$ cat src/rtl/alu_sequencer.sv
// ALU sequencer: accepts one instruction, decodes it, drives the ALU,
// then returns the captured result and branch decision.
module alu_sequencer #(
  parameter int unsigned EXEC_CYCLES   = 1,
  parameter bit          SHIFT_FROM_RS = 1'b0
) (
  input  logic        clk,
  input  logic        reset_n,
  input  logic        req_valid,
  output logic        req_ready,
  input  logic [31:0] instr,
  input  logic [31:0] rs_val,
  input  logic [31:0] rt_val,
  output logic [31:0] alu_a,
  output logic [31:0] alu_b,
  output logic [2:0]  alu_sel,
  input  logic [31:0] alu_out,
  input  logic        alu_zero,
  output logic        rsp_valid,
  input  logic        rsp_ready,
  output logic [31:0] rsp_result,
  output logic        rsp_taken,
  output logic        rsp_illegal
);

  typedef enum logic [1:0] {
    S_IDLE,
    S_EXEC,
    S_RESP
  } state_t;

  typedef enum logic [1:0] {
    C_ALU,
    C_BEQ,
    C_BNE,
    C_ILL
  } cls_t;

  localparam logic [3:0] CNT_LOAD = 4'(EXEC_CYCLES - 1);

  state_t      state_q;
  cls_t        cls_q;
  logic [3:0]  cnt_q;
  logic [31:0] alu_a_q;
  logic [31:0] alu_b_q;
  logic [2:0]  alu_sel_q;
  logic        rsp_valid_q;
  logic [31:0] rsp_result_q;
  logic        rsp_taken_q;
  logic        rsp_illegal_q;

  logic [5:0]  op;
  logic [5:0]  fn;
  logic [31:0] shamt;
  logic [31:0] sext;
  logic [31:0] zext;
  logic [2:0]  sel_d;
  logic [31:0] a_d;
  logic [31:0] b_d;
  cls_t        cls_d;
  logic        unused_fields;

  assign op    = instr[31:26];
  assign fn    = instr[5:0];
  assign sext  = {{16{instr[15]}}, instr[15:0]};
  assign zext  = {16'h0, instr[15:0]};
  assign shamt = SHIFT_FROM_RS ? {27'b0, rs_val[4:0]}
                               : {27'b0, instr[10:6]};
  assign unused_fields = ^instr[25:16];

  always_comb begin
    sel_d = 3'b011;
    a_d   = rs_val;
    b_d   = rt_val;
    cls_d = C_ALU;
    unique case (1'b1)
      (op == 6'h00) && (fn == 6'h20): sel_d = 3'b010;
      (op == 6'h00) && (fn == 6'h22): sel_d = 3'b110;
      (op == 6'h00) && (fn == 6'h24): sel_d = 3'b000;
      (op == 6'h00) && (fn == 6'h25): sel_d = 3'b001;
      (op == 6'h00) && (fn == 6'h2A): sel_d = 3'b111;
      (op == 6'h00) && (fn == 6'h00): begin
        sel_d = 3'b100;
        a_d   = shamt;
      end
      (op == 6'h00) && (fn == 6'h02): begin
        sel_d = 3'b101;
        a_d   = shamt;
      end
      op == 6'h08: begin
        sel_d = 3'b010;
        b_d   = sext;
      end
      op == 6'h0A: begin
        sel_d = 3'b111;
        b_d   = sext;
      end
      op == 6'h0C: begin
        sel_d = 3'b000;
        b_d   = zext;
      end
      op == 6'h0D: begin
        sel_d = 3'b001;
        b_d   = zext;
      end
      op == 6'h04: begin
        sel_d = 3'b110;
        cls_d = C_BEQ;
      end
      op == 6'h05: begin
        sel_d = 3'b110;
        cls_d = C_BNE;
      end
      default: cls_d = C_ILL;
    endcase
  end

  // Operands/select change only on accept; reset drops any in-flight op
  always_ff @(posedge clk) begin
    if (!reset_n) begin
      state_q       <= S_IDLE;
      cls_q         <= C_ALU;
      cnt_q         <= 4'd0;
      alu_a_q       <= 32'h0;
      alu_b_q       <= 32'h0;
      alu_sel_q     <= 3'b011;
      rsp_valid_q   <= 1'b0;
      rsp_result_q  <= 32'h0;
      rsp_taken_q   <= 1'b0;
      rsp_illegal_q <= 1'b0;
    end else begin
      unique case (state_q)
        S_IDLE: begin
          if (req_valid) begin
            state_q   <= S_EXEC;
            cls_q     <= cls_d;
            alu_sel_q <= sel_d;
            alu_a_q   <= a_d;
            alu_b_q   <= b_d;
            cnt_q     <= CNT_LOAD;
          end
        end
        S_EXEC: begin
          if (cnt_q == 4'd0) begin
            rsp_result_q  <= alu_out;
            rsp_taken_q   <= ((cls_q == C_BEQ) & alu_zero) |
                             ((cls_q == C_BNE) & ~alu_zero);
            rsp_illegal_q <= (cls_q == C_ILL);
            rsp_valid_q   <= 1'b1;
            state_q       <= S_RESP;
          end else begin
            cnt_q <= cnt_q - 4'd1;
          end
        end
        S_RESP: begin
          if (rsp_ready) begin
            rsp_valid_q <= 1'b0;
            state_q     <= S_IDLE;
          end
        end
        default: state_q <= S_IDLE;
      endcase
    end
  end

  assign req_ready   = (state_q == S_IDLE);
  assign alu_a       = alu_a_q;
  assign alu_b       = alu_b_q;
  assign alu_sel     = alu_sel_q;
  assign rsp_valid   = rsp_valid_q;
  assign rsp_result  = rsp_result_q;
  assign rsp_taken   = rsp_taken_q;
  assign rsp_illegal = rsp_illegal_q;

endmodule
$ cat config.mk
export PLATFORM = sky130hd
export DESIGN_NAME = alu_sequencer
export DESIGN_NICKNAME = d
export VERILOG_FILES = /design/src/rtl/alu_sequencer.sv
export SDC_FILE = /design/constraint.sdc
export NUM_CORES = 1
export LEC_CHECK = 0
export BUFFER_PORTS_ARGS = -buffer_cell sky130_fd_sc_hd__buf_2
export CAP_MARGIN = 10
export CORE_ASPECT_RATIO = 1.1
export CORE_UTILIZATION = 40
export CTS_BUF_LIST = sky130_fd_sc_hd__clkbuf_4 sky130_fd_sc_hd__clkbuf_8
export DETAILED_ROUTE_END_ITERATION = 8
export PLACE_DENSITY_LB_ADDON = 0.3
export SYNTH_ARGS = -nofsm -noshare
export SYNTH_HDL_FRONTEND = slang
export SYNTH_SLANG_ARGS = --single-unit
$ cat constraint.sdc
create_clock -name clk -period 2.2 [get_ports clk]
set_clock_uncertainty 0.1 [all_clocks]
set_input_delay 0.22 -clock clk [delete_from_list [all_inputs] [get_ports clk]]
set_output_delay 0.22 -clock clk [all_outputs]
set_load 0.02 [all_outputs]
==> metrics.yaml <==
worst_setup_path:
  cp-end-kind: "register"
  cpPeakStageDelay_ns: 0.45
  cp_cell_sequence: "nor3b_4 -> buf_4 -> buf_4 -> nor2_1 -> a211oi_1"
  cp_data_required_time_ns: 2.38
  crit_path_start_kind: "register"
  critical_path_class: "register to register"
  timing.rr.end: "alu_b[12]$_SDFFE_PN0P_"
  rrSetupSlack_ns: 0.28
  critPathLaunch: "state_q[0]$_SDFFE_PN0P_"
  cp-endpoint: "alu_b[12]$_SDFFE_PN0P_"
  crit_path_frequent_cell: "buf_4"
  reg2reg_depth: 5
  cp_data_arrival_time_ns: 2.10
  crit_fanout: 49
  slowest_stage: "buf_4"
  r2r_start: "state_q[0]$_SDFFE_PN0P_"
drt:
  firstDrtPassIters: 5
  routedWlPerCell_um: 14.2
  finalWirelength_um: 12900
  drc: 0
  drt_iter0_markers: 185
  dr_wl_met2_um: 6380
  wl_met3_um: 748
  via_count: 4564
  vias_per_cell: 5.03
  ant_nets: 0
  met1_length_um: 5370
  top_layer_used: "met4"
clocking:
  clock-root-buffer: "clkbuf_8"
  cts.sinks: 110
  cts_buffers: 9
  cts_max_level: 3
  clkTransAtPathRegs_ns: 0.11
  clk_latency_ns: 0.36
  cts_tree: "built"
  clockBufferDepth: 2
finish:
  antenna_cells: 0
  drive_above_1_share_pct: 34.9
  final_core_util_pct: 63.0
  fin_nets: 894
  area_growth_pct: 53.2
synthesis:
  synthFlopType: "dfxtp_1"
  yosysSeqAreaShare_pct: 51.7
  syn-cell-area_um2: 4260
  yosysWarnings: 0
  syn_nets: 603
  yosysUniqueCellTypes: 47
  async_flop_share_pct: 0
  synthCells: 468
  yosysTopAreaCellShare_pct: 51.7
  synth_commonest_cells: "110 x dfxtp_1, 86 x nand2_1, 66 x a21oi_1"
  synth_most_common_cell: "dfxtp_1"
  yosys_register_bits: 110
  synth-edff-count: 0
  synthTopCellsByArea: "dfxtp_1 52%, a21oi_1 7.8%, nand2_1 7.6%"
  yosysTopAreaCell: "dfxtp_1"
  avgSynthCellArea_um2: 9.09
floorplan:
  rows: 39
  num_io_pins: 236
  start_util_pct: 41.1
  dieArea_um2: 11100
  die_w_um: 100
  die_height_um: 110
  core_area_um2: 10300
job:
  maxCapViolCount: 0
sta:
  worstMarginPinSlew_ns: 0.954
  post-route-min-period_ns: 1.92
  finalSetupViolCount: 0
  maxSlewViolCount: 0
  fin_crit_sh_pct: 87.3
  max_freq_mhz: 521
  finalSetupTns_ns: 0
  rsz0062_at_grt: "no"
  relSlewSlack_pct: 36.4
  final-hold-violation-count: 0
grt:
  grt_pass1_wl_um: 20000
  grt_pass1_vias: 4289
  grtUsageTotal_pct: 22.8
  gr-total-overflow: 0
  grt_max_degree: 59
  grt_antenna_before_repair: 0
status:
  status: "complete, no violations"
power_and_ir_drop:
  p_total_mw: 4.75
  total_leakage_power_nw: 3.17
  ir_drop_v: 0.000371
  pwr_density_cell_nw_per_um2: 729
min_path:
  holdCritPathClass: "primary input to register"
placement:
  io_buffer_count: 225
  hpwl_um: 8250
  place_congestion: 0.756
[what timing repair did]
item / 4_1_cts / 5_1_grt
endpoints found under the hold margin: 75 / 0
hold buffers: 75 / 0
endpoints found under the setup margin: 0 / 3
setup buffers: 0 / 0
resized for setup: 0 / 1
[state kept, by name, summed over array words and instances, names as in the netlist]
register     count
cls_q            2
cnt_q            4
rsp_valid        1
rsp_illegal      1
alu_a           32
state_q          2
alu_sel          3
alu_b           32
rsp_result      32
rsp_taken        1
[power breakdown]
group / total [mW] / leakage [nW] / switching, mW / internal [mW]
combinational: 1.12 / 2.16 / 0.651 / 0.467
clock: 1.37 / 0.108 / 0.703 / 0.665
sequential: 2.27 / 0.904 / 0.0974 / 2.17
total: 4.75 / 3.17 / 1.45 / 3.30
[critical path: cells and delay by family, from the launching register on]
| family | cells | cell delay (ns) |
|---|---|---|
| compound gates | 1 | 0.26 |
| flops | 1 | 0.39 |
| simple gates | 2 | 0.33 |
| buf+inv | 2 | 0.74 |
[through the flow]
step                      worst slack, ns  std cells  hold slack (ns)  area [um^2]
after global placement              0.193        816            0.331         5540
after detailed placement            0.138        816            0.333         5540
after floorplan                     0.350        468            0.246         4260
after CTS                           0.164        907           0.0215         6510
final                               0.280        907           0.0356         6520
after global routing               0.0993        907           0.0219         6520
[layout make-up]
class                      count  area, um^2
clock inverter                 6        95.1
fill                         875        3830
sequential                   110        2200
multi-input combinational    319        1890
clock buffer                  10         131
tap                          143         179
inverter                       6        22.5
timing repair buffer         313        2000
[worst min path at each step]
stage | endpoint | start | slack (ns) | cells past startpoint
final | alu_a[0]$_SDFFE_PN0P_ | rs_val[0] | 0.04 | 3
after global routing | state_q[1]$_SDFFE_PN0P_ | rsp_ready | 0.02 | 3
after CTS | alu_a[0]$_SDFFE_PN0P_ | rs_val[0] | 0.02 | 3
after floorplan | alu_a[10]$_SDFFE_PN0P_ | rs_val[10] | 0.25 | 1
after detailed placement | alu_a[23]$_SDFFE_PN0P_ | rs_val[23] | 0.33 | 2
after global placement | alu_a[7]$_SDFFE_PN0P_ | rs_val[7] | 0.33 | 2
[metal layers]
layer	up-vias	track usage, %
met5	-	0
met1	2099	26.9
met4	0	11.5
met3	35	4.60
li1	2233	-
met2	197	39.7
[cell usage in the layout, fill, tap and decap left out, types with 2 or more instances in the layout]
| master | instances |
|---|---|
| ha_1 | 2 |
| a211oi_1 | 16 |
| dfxtp_1 | 110 |
| a31oi_1 | 2 |
| nand2b_1 | 2 |
| nand3b_1 | 3 |
| buf_2 | 225 |
| dlygate4sd3_1 | 75 |
| nor3_1 | 3 |
| o21ai_1 | 10 |
| mux2i_1 | 21 |
| buf_12 | 2 |
| nor2_2 | 2 |
| clkinvlp_4 | 2 |
| nand3_1 | 3 |
| or3_1 | 3 |
| nor2b_1 | 2 |
| bufinv_16 | 2 |
| nor3b_1 | 2 |
| clkbuf_8 | 9 |
| a22o_1 | 27 |
| nor2_1 | 24 |
| buf_4 | 11 |
| or3b_2 | 2 |
| a311oi_1 | 2 |
| and3_1 | 2 |
| a21oi_1 | 66 |
| a41oi_1 | 2 |
| o21ai_0 | 18 |
| inv_1 | 5 |
| nand2_1 | 86 |
[kinds of logic after synthesis]
family                   synth area share, %
buffers and inverters                   4.47
AO/OA/AOI/OAI                           22.1
AND/OR/NAND/NOR                         16.2
multiplexers                            4.94
flip-flops                              51.7
adder cells (fa/ha/maj)                0.588
Note: power is estimated with default switching activity, not from simulation.
